===== config.mk =====
export PLATFORM = sky130hd
export DESIGN_NAME = fetch_decode
export DESIGN_NICKNAME = d
export VERILOG_FILES = /design/src/rtl/fetch_decode.sv
export SDC_FILE = /design/constraint.sdc
export NUM_CORES = 1
export LEC_CHECK = 0
export CORE_AREA = 2 2 65 67
export CTS_CLUSTER_DIAMETER = 80
export CTS_CLUSTER_SIZE = 14
export DETAILED_ROUTE_END_ITERATION = 10
export DIE_AREA = 0 0 67 69
export PLACE_DENSITY = 0.71
export SKIP_CTS_REPAIR_TIMING = 1
export SLEW_MARGIN = 20
export SYNTH_ARGS = -nofsm -noshare
export SYNTH_HDL_FRONTEND = slang
export SYNTH_SLANG_ARGS = --single-unit

===== constraint.sdc =====
create_clock -name CLK -period 1.6 [get_ports CLK]
set_input_delay 0.32 -clock CLK [delete_from_list [all_inputs] [get_ports CLK]]
set_output_delay 0.32 -clock CLK [all_outputs]
set_load 0.005 [all_outputs]

===== src/rtl/fetch_decode.sv =====
// Fetch/decode front end: IDLE/RUN/HALT sequencer, 1-cycle imem fetch, branch squash, RST halt.
// Optional macro FETCH_ILLEGAL_TRAP_EN: illegal opcodes halt fetch and latch illegal_op.
module fetch_decode #(
  parameter int unsigned IW       = 9,
  parameter int unsigned PCW      = 10,
  parameter int unsigned START_PC = 0
) (
  input  logic            CLK,
  input  logic            Reset,
  input  logic            Start,
  output logic [PCW-1:0]  imem_addr,
  input  logic [IW-1:0]   imem_data,
  input  logic            stall_in,
  input  logic            branch_taken,
  input  logic [PCW-1:0]  branch_target,
  output logic            valid_out,
  output logic [3:0]      opcode_out,
  output logic [IW-5:0]   operand_out,
  output logic [PCW-1:0]  pc_out,
  output logic            halted,
  output logic            illegal_op
);

  localparam int unsigned OPNDW = IW - 4;
  localparam logic [PCW-1:0] START_PC_L = PCW'(START_PC);
  localparam logic [3:0] OP_RST = 4'b1111;

  localparam logic [1:0] ST_IDLE = 2'd0;
  localparam logic [1:0] ST_RUN  = 2'd1;
  localparam logic [1:0] ST_HALT = 2'd2;

  logic [1:0]       state_q, state_d;
  logic [PCW-1:0]   pc_q, pc_d;
  logic             valid_q, valid_d;
  logic [3:0]       opcode_q, opcode_d;
  logic [OPNDW-1:0] operand_q, operand_d;
  logic [PCW-1:0]   pc_out_q, pc_out_d;
  logic             halted_q, halted_d;
  logic             trap_q, trap_d;
  logic             illegal_raw_c;

  assign illegal_raw_c = (opcode_q == 4'b1101) || (opcode_q == 4'b1110);

  // Next-state and output-register logic
  always_comb begin
    state_d   = state_q;
    pc_d      = pc_q;
    valid_d   = valid_q;
    opcode_d  = opcode_q;
    operand_d = operand_q;
    pc_out_d  = pc_out_q;
    halted_d  = halted_q;
    trap_d    = trap_q;
    if (Start) begin
      state_d  = ST_RUN;
      pc_d     = START_PC_L;
      valid_d  = 1'b0;
      halted_d = 1'b0;
      trap_d   = 1'b0;
    end else begin
      case (state_q)
        ST_RUN: begin
          if (!stall_in) begin
            if (valid_q && (opcode_q == OP_RST)) begin
              state_d  = ST_HALT;
              valid_d  = 1'b0;
              halted_d = 1'b1;
`ifdef FETCH_ILLEGAL_TRAP_EN
            end else if (valid_q && illegal_raw_c) begin
              state_d  = ST_HALT;
              valid_d  = 1'b0;
              halted_d = 1'b1;
              trap_d   = 1'b1;
`endif
            end else if (valid_q && branch_taken) begin
              pc_d    = branch_target;
              valid_d = 1'b0;
            end else begin
              valid_d   = 1'b1;
              opcode_d  = imem_data[IW-1 -: 4];
              operand_d = imem_data[OPNDW-1:0];
              pc_out_d  = pc_q;
              pc_d      = pc_q + PCW'(1);
            end
          end
        end
        ST_IDLE, ST_HALT: valid_d = 1'b0;
        default: begin
          state_d = ST_IDLE;
          valid_d = 1'b0;
        end
      endcase
    end
  end

  always_ff @(posedge CLK) begin
    if (Reset) begin
      state_q   <= ST_IDLE;
      pc_q      <= START_PC_L;
      valid_q   <= 1'b0;
      opcode_q  <= '0;
      operand_q <= '0;
      pc_out_q  <= '0;
      halted_q  <= 1'b0;
      trap_q    <= 1'b0;
    end else begin
      state_q   <= state_d;
      pc_q      <= pc_d;
      valid_q   <= valid_d;
      opcode_q  <= opcode_d;
      operand_q <= operand_d;
      pc_out_q  <= pc_out_d;
      halted_q  <= halted_d;
      trap_q    <= trap_d;
    end
  end

  assign imem_addr   = pc_q;
  assign valid_out   = valid_q;
  assign opcode_out  = opcode_q;
  assign operand_out = operand_q;
  assign pc_out      = pc_out_q;
  assign halted      = halted_q;
  // trap_q stays 0 unless the trap feature is compiled in
  assign illegal_op  = (valid_q && illegal_raw_c) || trap_q;

endmodule


==> run_results.csv <==
group,metric,value,unit
floorplanning,ioPinCount,56,
route,drcViolationCount,0,
route,drt_iter0_drc,77,
grt,grt_max_degree,19,
grt,grt_first_pass_wirelength,6230,um
grt,grt-ovfl-total,0,
route,dr.pass1.iters,4,
cells_and_area,area_growth,57.1,%
hold_path,min_delay_path_depth,2,
clock_network,cts_tree,"done",
clock_network,clk_pin_slew,60,ps
synthesis,syn_nets,189,
sta,finClkSkew,5.58,ps
job,maxCapViolCount,0,
critical_path,critPathKind,"reg2out",
cells_and_area,final_common_cell,"clkdlybuf4s50_1",
critical_path,crit_buf_inv,1,
synthesis,synth-seq-area-share,43.5,%
power,design_power_total,1630,uW
synthesis,netlist_area,1520,um^2
critical_path,cp_cell_sequence,"clkdlybuf4s50_1",
synthesis,async_reset_ff_share,0,%
critical_path,arrival,1220,ps
synthesis,synth_seq_cells,33,
critical_path,crit_fanout,6,
cells_and_area,antenna_cells,0,
floorplanning,core,3910,um^2
status,status,"finished clean",
clock_network,clkLatencyLatePin,280,ps
critical_path,slowest_delay,530,ps
floorplanning,die_y,69,um
critical_path,path_delay_family,"buffers and inverters",
cells_and_area,final_cell_mix,"52 x clkdlybuf4s50_1, 27 x nor2_1, 24 x dfxtp_1",
placed_design,dp_slack,-240,ps
power,p_leak,0.00101,uW
floorplanning,die_w,67,um
power,vdd_drop_max,479,uV
route,routed_wl,3890,um
synthesis,synth_edf_count,0,
sta,setup_viol,0,
clock_network,cts_max_level,2,
placed_design,hpwl,2860,um
synthesis,postSynthAreaPerCell,9.25,um^2
sta,max_freq,650,MHz
clock_network,clock_path_buffers,2,
critical_path,crit_slowest_cell,"clkdlybuf4s50_1",
floorplanning,start_util,38.8,%
floorplanning,std_cell_rows,23,
clock_network,cts-root-buf,"clkbuf_8",
sta,finalWorstPathRequiredPeriod,1540,ps
cells_and_area,drive_gt1_share,19.6,%
sta,min_period_over_period,96.2,%
cells_and_area,layout.nets,265,
placed_design,portBuffers,55,
hold_path,hp-class,"reg2reg",
grt,track_usage,17.2,%
sta,worst_slack,61.0,ps
power,pwr_density_cell,682,nW/um^2
placed_design,placed_cells,280,
critical_path,start_kind,"flip-flop",
critical_path,rr_worst_depth,6,
synthesis,yosysUniqueCellTypes,39,
sta,finalHoldViolCount,0,
cells_and_area,fin_util,60.9,%
sta,worst_pin_slew,228,ps
route,wl_per_cell,13.4,um
grt,antenna_found_initial,0,
synthesis,netlist_instances,164,
cells_and_area,fin_cells,290,
sta,slew-limit-headroom,84.8,%
synthesis,yosys_warnings,0,
floorplanning,die_area,4620,um^2
route,vias,1516,
grt,grt_pass1_vias,1389,
clock_network,clkSinkCount,33,
route,via_per_inst,5.23,
route,final_antenna_net_count,0,
synthesis,synth_flop_cell,"dfxtp_1",
critical_path,required,1280,ps
sta,rsz0062_at_grt,"yes",
critical_path,endpoint_kind,"primary output",
placed_design,gp_congestion,0.831,
clock_network,cts_buffers,5,
cells_and_area,fill_cells,366,
sta,slew_violations,0,
critical_path,cp.depth,1,
==> final timing paths <==
kind	to	slack, ps	startpoint
setup / recovery	imem_addr[6]	60	imem_addr[6]
hold / removal	halted	490	halted
setup reg to reg	operand_out[0]	100	opcode_out[3]
hold reg to reg	halted	490	halted
==> area by class of cell <==
type / instances / area (um^2) / share of cell area (%)
multi-input cells: 120 / 803 / 33.7
repair buffers: 79 / 754 / 31.6
flip-flops and latches: 33 / 674 / 28.3
clock buffers: 7 / 86.3 / 3.62
well taps: 50 / 62.6 / 2.62
inverters: 1 / 3.75 / 0.157
==> where the power goes <==
part           internal (uW)  total [uW]  switching [uW]
clock                    341         608             268
sequential               832         841            9.47
combinational            109         176            67.4
==> stage by stage <==
step | TNS [ps] | cell area, um^2 | hold WS [ps]
6_report | 0 | 2380 | 488
5_1_grt | -9.64 | 2380 | 530
4_1_cts | -209 | 2320 | 500
3_5_place_dp | -5030 | 2230 | 485
3_3_place_gp | -4550 | 2230 | 473
2_1_floorplan | 0 | 1520 | 460
==> cells by family (layout without fill, tap and decap cells) <==
family | after synthesis | after routing | share of synthesized area (%)
and+or+nand+nor | 60 | 60 | 20.1
AOI/OAI and AO/OA | 38 | 38 | 17.0
DFF | 33 | 33 | 43.5
muxes | 20 | 20 | 13.2
buffers and inverters | 11 | 87 | 4.78
adders and majority gates | 1 | 1 | 0.824
xor gates and xnor gates | 1 | 1 | 0.577
==> sequential cells by signal (all words and copies together), names as in the netlist <==
register,flops
imem_addr,10
pc_out,10
operand_out,5
opcode_out,4
state_q,2
halted,1
valid_out,1
==> layer usage <==
layer | global-route usage (%) | wire (um) | vias up | part of all wire [%]
met5 | 0 | 0 | - | 0
met4 | 7.03 | 85 | 0 | 2.2
met3 | 5.06 | 305 | 9 | 7.8
met2 | 26.6 | 1770 | 61 | 45
met1 | 22.1 | 1730 | 701 | 44
li1 | - | - | 745 | -
==> synthesized netlist by cell type (2+ instances only) <==
cell type | number | area share (%)
a21oi_1 | 13 | 4.3
a31oi_1 | 2 | 0.82
a32oi_1 | 2 | 1.2
and3_1 | 5 | 2.1
buf_2 | 3 | 0.99
clkbuf_1 | 4 | 0.99
dfxtp_1 | 33 | 44
mux2i_1 | 20 | 13
nand2_1 | 11 | 2.7
nand3_1 | 2 | 0.66
nand4_1 | 3 | 1.2
nor2_1 | 28 | 6.9
o211ai_1 | 3 | 1.5
o21ai_0 | 3 | 0.99
o31a_1 | 2 | 1.2
o31ai_1 | 6 | 3.0
o32ai_1 | 2 | 1.2
No activity file was read; power rests on OpenSTA's default activity.
